$ cat config.mk
export PLATFORM = sky130hd
export DESIGN_NAME = pa_arith_seq
export DESIGN_NICKNAME = d
export VERILOG_FILES = /design/src/rtl/pa_seq_pkg.sv /design/src/rtl/pa_seq_cnt.sv /design/src/rtl/pa_arith_seq.sv
export SDC_FILE = /design/constraint.sdc
export NUM_CORES = 1
export LEC_CHECK = 0
export ABC_AREA = 1
export BUFFER_PORTS_ARGS = -buffer_cell sky130_fd_sc_hd__buf_2
export CAP_MARGIN = 25
export CORE_UTILIZATION = 46
export DETAILED_ROUTE_END_ITERATION = 10
export PLACE_DENSITY = 0.76
export REMOVE_ABC_BUFFERS = 1
export SYNTH_ARGS = -nofsm -noshare
export SYNTH_HDL_FRONTEND = slang
export SYNTH_HIERARCHICAL = 1
export SYNTH_SLANG_ARGS = --single-unit
$ cat constraint.sdc
create_clock -name clk_sys -period 1.6 [get_ports clk_sys]
set_input_delay 0.16 -clock clk_sys [delete_from_list [all_inputs] [get_ports clk_sys]]
set_output_delay 0.16 -clock clk_sys [all_outputs]
set_load 0.01 [all_outputs]
$ cat src/rtl/pa_seq_pkg.sv
// ---------------------------------------------------------------------------
// pa_seq_pkg
// Shared definitions for the P-A ALU multiply/divide sequencer:
//   state_e        - sequencer states
//   MODE_MW/DW     - operation mode held for the length of an operation
//   STEPS_DEFAULT  - iterations per operation (one per operand bit)
// ---------------------------------------------------------------------------
package pa_seq_pkg;

    typedef enum logic [2:0] {
        ST_IDLE,
        ST_CHK,
        ST_S1,
        ST_S2,
        ST_DONE
    } state_e;

    localparam logic MODE_MW = 1'b0;
    localparam logic MODE_DW = 1'b1;

    localparam int STEPS_DEFAULT = 16;

endpackage : pa_seq_pkg

$ cat src/rtl/pa_seq_cnt.sv
// ---------------------------------------------------------------------------
// pa_seq_cnt
// Iteration counter for the arithmetic sequencer. Clear wins over increment,
// and the counter holds at the terminal count instead of wrapping, so an
// operation can never roll over into step 0 on its own.
//
// Ports:
//   clk_i   - clock
//   rst_ni  - synchronous reset, active low
//   clr_i   - clear the count to 0
//   inc_i   - advance one step (ignored at terminal count)
//   step_o  - current iteration index
//   tc_o    - terminal count, step_o == STEPS-1
// ---------------------------------------------------------------------------
module pa_seq_cnt #(
    parameter int STEPS = 16,
    parameter int CW    = 4
) (
    input  logic          clk_i,
    input  logic          rst_ni,
    input  logic          clr_i,
    input  logic          inc_i,
    output logic [CW-1:0] step_o,
    output logic          tc_o
);

    logic [CW-1:0] step_q;
    logic [CW-1:0] step_d;

    assign tc_o   = (step_q == CW'(STEPS - 1));
    assign step_o = step_q;

    // NOTE: every combinational output gets a default first so no path leaves it unassigned (no latch).
    always_comb begin
        step_d = step_q;
        if (clr_i) begin
            step_d = '0;
        end else if (inc_i && !tc_o) begin
            step_d = step_q + 1'b1;
        end
    end

    // NOTE: state uses non-blocking assignments; reset is synchronous, sampled on the clock edge.
    always_ff @(posedge clk_i) begin
        if (!rst_ni) begin
            step_q <= '0;
        end else begin
            step_q <= step_d;
        end
    end

endmodule : pa_seq_cnt

$ cat src/rtl/pa_arith_seq.sv
// ---------------------------------------------------------------------------
// pa_arith_seq
// Multi-cycle control sequencer for the P-A ALU datapath: 16-bit
// shift-and-add multiply (MW) and restoring divide (DW) on the AC:AT pair.
// Each step takes two cycles: S1 (strob1) and S2 (strob2). Divide is
// preceded by one CHK cycle that rejects quotients that cannot fit.
//
// Ports:
//   clk_sys, rst_        - clock, synchronous active-low reset
//   start_mw, start_dw   - one-cycle start pulses (multiply has priority)
//   abort                - synchronous cancel back to idle
//   at15_                - AT LSB (multiplier bit), active low
//   carry_               - ALU carry, active low (low = carry / no borrow)
//   zdiv                 - divisor is zero, sampled with start_dw
//   busy, done, ovf      - status; ovf is sticky until the next start
//   strob1, strob2, as2  - phase strobes
//   w_ac, apb, amb       - AC write enable, ALU add/subtract selects
//   sh_r, sh_l, sh_in    - AC:AT shift controls and right-shift fill bit
//   qset                 - set quotient bit AT[15]
//   step                 - current iteration index
// ---------------------------------------------------------------------------
module pa_arith_seq
    import pa_seq_pkg::*;
#(
    parameter int STEPS = STEPS_DEFAULT,
    parameter int CW    = 4
) (
    input  logic          clk_sys,
    input  logic          rst_,
    input  logic          start_mw,
    input  logic          start_dw,
    input  logic          abort,
    input  logic          at15_,
    input  logic          carry_,
    input  logic          zdiv,
    output logic          busy,
    output logic          done,
    output logic          ovf,
    output logic          strob1,
    output logic          strob2,
    output logic          as2,
    output logic          w_ac,
    output logic          apb,
    output logic          amb,
    output logic          sh_r,
    output logic          sh_l,
    output logic          sh_in,
    output logic          qset,
    output logic [CW-1:0] step
);

    state_e state_q;
    logic   mode_q;
    logic   ovf_q;
    logic   c_q;      // carry out of the last multiply add, fills AC[0] on the shift
    logic   start_ok;
    logic   tc;

    assign start_ok = (state_q == ST_IDLE) && (start_mw || start_dw) && !abort;

    pa_seq_cnt #(
        .STEPS (STEPS),
        .CW    (CW)
    ) u_cnt (
        .clk_i  (clk_sys),
        .rst_ni (rst_),
        .clr_i  (start_ok || abort),
        .inc_i  ((state_q == ST_S2) && !abort),
        .step_o (step),
        .tc_o   (tc)
    );

    always_ff @(posedge clk_sys) begin
        if (!rst_) begin
            state_q <= ST_IDLE;
            mode_q  <= MODE_MW;
            ovf_q   <= 1'b0;
            c_q     <= 1'b0;
        end else if (abort) begin
            // ovf survives an abort so the microprogram can still inspect it
            state_q <= ST_IDLE;
            c_q     <= 1'b0;
        end else begin
            case (state_q)
                ST_IDLE: begin
                    if (start_mw) begin
                        mode_q  <= MODE_MW;
                        ovf_q   <= 1'b0;
                        state_q <= ST_S1;
                    end else if (start_dw) begin
                        mode_q  <= MODE_DW;
                        ovf_q   <= zdiv;
                        state_q <= zdiv ? ST_DONE : ST_CHK;
                    end
                end
                ST_CHK: begin
                    // AC >= A before any shift: quotient would exceed 16 bits
                    if (!carry_) begin
                        ovf_q   <= 1'b1;
                        state_q <= ST_DONE;
                    end else begin
                        state_q <= ST_S1;
                    end
                end
                ST_S1: begin
                    if (mode_q == MODE_MW) begin
                        c_q <= !at15_ && !carry_;
                    end
                    state_q <= ST_S2;
                end
                ST_S2: begin
                    state_q <= tc ? ST_DONE : ST_S1;
                end
                ST_DONE: begin
                    state_q <= ST_IDLE;
                end
                default: begin
                    state_q <= ST_IDLE;
                end
            endcase
        end
    end

    assign ovf = ovf_q;

    // The add/write and quotient decisions depend on at15_ and carry_ in the
    // same cycle the ALU produces them, so the control lines are decoded from
    // the registered state rather than registered themselves.
    always_comb begin
        busy   = 1'b0;
        done   = 1'b0;
        strob1 = 1'b0;
        strob2 = 1'b0;
        as2    = 1'b0;
        w_ac   = 1'b0;
        apb    = 1'b0;
        amb    = 1'b0;
        sh_r   = 1'b0;
        sh_l   = 1'b0;
        sh_in  = 1'b0;
        qset   = 1'b0;
        case (state_q)
            ST_CHK: begin
                busy   = 1'b1;
                strob1 = 1'b1;
                amb    = 1'b1;
            end
            ST_S1: begin
                busy   = 1'b1;
                strob1 = 1'b1;
                if (mode_q == MODE_MW) begin
                    apb  = !at15_;
                    w_ac = !at15_;
                end else begin
                    sh_l = 1'b1;
                end
            end
            ST_S2: begin
                busy   = 1'b1;
                strob2 = 1'b1;
                as2    = 1'b1;
                if (mode_q == MODE_MW) begin
                    sh_r  = 1'b1;
                    sh_in = c_q;
                end else begin
                    amb  = 1'b1;
                    w_ac = !carry_;
                    qset = !carry_;
                end
            end
            ST_DONE: begin
                done = 1'b1;
            end
            default: begin
            end
        endcase
    end

endmodule : pa_arith_seq

### After elaboration in Yosys (flattened, before gate mapping)

Index checks and enable logic that the tools add are counted.

* register bits: 10
* bits of input ports: 8

* reduce and logical (&&, ||, !) cells: 21
* mux-type cells: 28
* add/sub/neg operators: 1
* bitwise logic cells: 3
* eq/ne operators: 7

Operators with widths (count)
* $mux 1: 19
* $mux 3: 5
* $pmux 3 s4: 1
* $eq 3x2->1 const B: 2
* $pmux 1 s2: 3
* $reduce_or 2->1: 3
* $logic_and 1x1->1: 5
* $add 4x1->4 const B: 1
* $eq 4x4->1 const B: 1
* $logic_not 1->1: 4
* $reduce_and 4->1: 1
* $reduce_bool 2->1: 2
* $eq 3x1->1 const B: 1
* $eq 3x3->1 const B: 1
* $logic_not 3->1: 1
* $ne 3x3->1 const B: 1
* $not 1->1: 3
* $reduce_and 3->1: 1
* $reduce_or 3->1: 1
* $logic_or 1x1->1: 2
* $ne 2x2->1 const B: 1
* $reduce_and 2->1: 1

### Depth between registers and ports, before layout

* depth in word-level cells: 5
* mapped depth: 8
* depth with buffers taken out: 8

### Modules after synthesis

The synthesis kept the hierarchy.

By module, submodules not included
* pa_arith_seq: instances 1, cells each 75, area each 427.9 µm²
* pa_seq_cnt: instances 1, cells each 30, area each 203.9 µm²

### Worst setup path before layout

Ideal clock, no wire load.

* kind: flip-flop to flip-flop
* start point: register state_q[0]
* end point: register u_cnt.step_q[1] (netlist: u_cnt/step_o[1])
* data arrival time: 1.085 ns
* clock period less this slack: 1.201 ns
* path slack: 0.399 ns
* cell stages (with the launch flop): 8
* buffers on the path: 0
* path through: dfxtp_1 inv_1 nor2_2 nand2_1 nor2_1 nand2_2 o21ai_0 nor2_1

* word-level cells in the longest chain between the ends: 5

RTL lines
* from (decl): RTL line pa_arith_seq.sv:52 `state_e state_q;`
* from (signal assigned): RTL line pa_arith_seq.sv:93 `state_q <= zdiv ? ST_DONE : ST_CHK;`
* from (signal assigned): RTL line pa_arith_seq.sv:112 `state_q <= tc ? ST_DONE : ST_S1;`
* $logic_not 3->1: RTL line pa_arith_seq.sv:59 `assign start_ok = (state_q == ST_IDLE) && (start_mw || start_dw) && !abort;`
* $logic_and 1x1->1 (2 in a row): RTL line pa_arith_seq.sv:59
* $logic_or 1x1->1: RTL line pa_arith_seq.sv:67 `.clr_i (start_ok || abort),`
* $reduce_or 2->1 (no line)
* to (signal assigned): RTL line pa_seq_cnt.sv:48 `step_q <= step_d;`
* to (decl): RTL line pa_seq_cnt.sv:27 `logic [CW-1:0] step_q;`

Several ways; a longest one is shown, not always the timed one.
A chain may end at the register's enable or synchronous reset.

### Worst setup path after layout

* start point: register state_q[0]
* end point: output w_ac

* word-level cells in the longest chain between the ends: 2

RTL lines
* $eq 3x2->1: RTL line pa_arith_seq.sv:142 `case (state_q)`
* $pmux 1 s2 *: RTL line pa_arith_seq.sv:142
* to (decl): RTL line pa_arith_seq.sv:42 `output logic w_ac,`

Every way passes the cells marked *; elsewhere a longest branch is shown, timed or not.

==> impl_metrics.yaml <==
run_status:
  status: "completed"
layout:
  drive_gt1_share_pct: 32.1
  area_growth_pct: 24.4
  post-route-util_pct: 66.2
  n_antenna_cell: 0
  layout.nets: 142
yosys:
  synth_cell_types: 17
  yosys.area_share.adder_pct: 1.98
  synthFlopType: "dfxtp_1"
  synthTopCellsByArea: "dfxtp_1 (32%), nor2_1 (14%), nand2_1 (12%), inv_1 (8.9%), o21ai_0 (5.5%)"
  synth_top_family_by_area: "simple AND/OR/NAND/NOR gates"
  synth_edf_count: 0
  yosysSeqAreaShare_pct: 31.7
  yosys_warnings: 6
  synth_top_cell_by_area: "dfxtp_1"
  syn-cell-area_um2: 632
  synth-seq-cells: 10
  synth_mux_area_share_pct: 0
  synth_compound_area_share_pct: 13.3
  synthCells: 105
  synth-simple-area-share_pct: 41.2
  async_flop_share_pct: 0
  yosys.area_share.xor_xnor_pct: 0
  synthTopCellsByCount: "nor2_1 (24), nand2_1 (21), inv_1 (15), dfxtp_1 (10), o21ai_0 (7)"
  syn_avg_cell_area_um2: 6.02
  yosysMostFrequentCell: "nor2_1"
  synth.top_cell.area_share_pct: 31.7
critical_path:
  crit_type: "flip-flop to output port"
  critPathLaunch: "state_q[0]"
  r2r_cells: 7
  reg2reg_from: "state_q[0]"
  path_max_fanout: 4
  cp.required_ps: 1440
  endpoint: "w_ac"
  r2r-end: "u_cnt/step_o[2]"
  start_kind: "flip-flop"
  cp-end-kind: "output port"
  worst-r2r-setup-slack_ps: 270
  crit_arrival_ps: 1360
clock_tree:
  tritoncts: "built"
  clk_path_buf_depth: 2
  cts.repair.resized: 0
  path_clk_slew_ps: 70
  numCtsBuffers: 3
  cts_root_buf: "clkbuf_4"
  post_cts_buffers: 0
  h-tree-depth: 1
  hold_buffers: 0
  clk_latency_ps: 270
  cts_num_sinks: 10
hold_path:
  hold_path.class: "input pin to flip-flop"
sta:
  fmax_ghz: 0.659
  finalSetupViolCount: 0
  tns_ps: 0
  holdWs_ps: 145
  hold_viol: 0
  slew_viol_final: 0
  rsz0062_at_grt: "false"
  period_share_pct: 94.9
  worstMarginPinSlew_ps: 221
  skew_ps: 5.24
  fin_crit_ps: 1520
  slew_headroom_pct: 85.2
placement:
  dp_hpwl_um: 1200
  port_buffers: 24
  place_congestion: 0.790
global_route:
  grt_pass1_vias: 550
  grt_use_total_pct: 21.2
  grt.overflow.total: 0
  grt_max_degree: 7
  antenna_found_initial: 0
  grt_pass1_wl_um: 2140
floorplan:
  die_y_um: 39.1
  start_util_pct: 53.3
  coreArea_um2: 1190
  rows: 12
  ios: 25
  dieWidth_um: 39.1
  die_area_um2: 1530
drt:
  initialDrtViolationCount: 14
  wl_um: 1440
  antenna_left: 0
  drcViolationCount: 0
  drt_first_pass_iters: 5
  vias_per_cell: 5.04
  via_count: 731
  wl_per_cell_um: 9.91
job:
  cap_violations: 0
power_and_ir_drop:
  power_leakage_nw: 0.440
  ir_drop_v: 0.000503
  powerDensity_nw_per_um2: 690
sequential cells by signal (all words and copies together) (netlist names):
name	cells
u_cnt/step_o	4
state_q	3
c_q	1
mode_q	1
ovf	1
cells in the final DEF, fill, tap and decap left out, drive strengths merged:
cell	synthesis	routed
buf	1	24
nand2	25	25
nand3	6	6
inv	18	18
o22ai	1	1
ha	1	1
dfxtp	10	10
a21oi	6	6
clkbuf	0	3
nor2	28	28
nand4	1	1
o21ai	8	8
per-layer routing:
metal  share of wire, %  vias to the layer above  GRT usage [%]
met5                  0                        -              0
met4                2.9                        0           12.9
met3                5.1                        7           5.20
met2                 49                       22           35.0
met1                 43                      325           24.1
li1                   -                      377              -
where the power goes:
| group | leakage, nW | internal, mW | switching (mW) |
|---|---|---|---|
| combinational | 0.344 | 0.0382 | 0.0641 |
| sequential | 0.0817 | 0.257 | 0.00777 |
| clock | 0.0138 | 0.0870 | 0.0878 |
| total | 0.440 | 0.383 | 0.160 |
worst min-delay path by stage:
stage	startpoint	cells after the start	endpoint
detailed placement	rst_	3	ovf
global route	rst_	3	ovf
floorplan	rst_	2	ovf
finish	rst_	3	ovf
global placement	rst_	3	ovf
CTS	rst_	3	ovf
final cells by class:
| type | instances | area, um^2 |
|---|---|---|
| fill | 125 | 400 |
| multi-input combinational | 76 | 357 |
| sequential | 10 | 201 |
| timing repair buffer | 24 | 120 |
| inverter | 18 | 67.6 |
| clock buffer | 3 | 22.5 |
| tap | 14 | 17.5 |
through the flow:
| step | worst slack [ps] | std cells | power [mW] | cell area, um^2 |
|---|---|---|---|---|
| final | 81.5 | 145 | 0.542 | 786 |
| after global routing | 11.7 | 145 | 0.568 | 786 |
| after CTS | 43.6 | 145 | 0.544 | 785 |
| after detailed placement | 238 | 142 | 0.372 | 762 |
| after global placement | 292 | 142 | 0.370 | 762 |
| after floorplan | 399 | 104 | 0.336 | 624 |
kinds of logic (layout without fill, tap and decap cells):
| kind of cell | after synthesis | in the layout |
|---|---|---|
| AO/OA/AOI/OAI | 15 | 15 |
| adder cells (fa/ha/maj) | 1 | 1 |
| buffers and inverters | 19 | 45 |
| flip-flops | 10 | 10 |
| AND/OR/NAND/NOR | 60 | 60 |
critical path, stage by stage (launching register included):
cell and delay (ps):
dfxtp_2 360, inv_1 60, nor2_2 120, nand2_1 130, inv_2 110, nand2_2 60, o22ai_1 100, buf_2 150
Power figures use the tool's default switching activity.
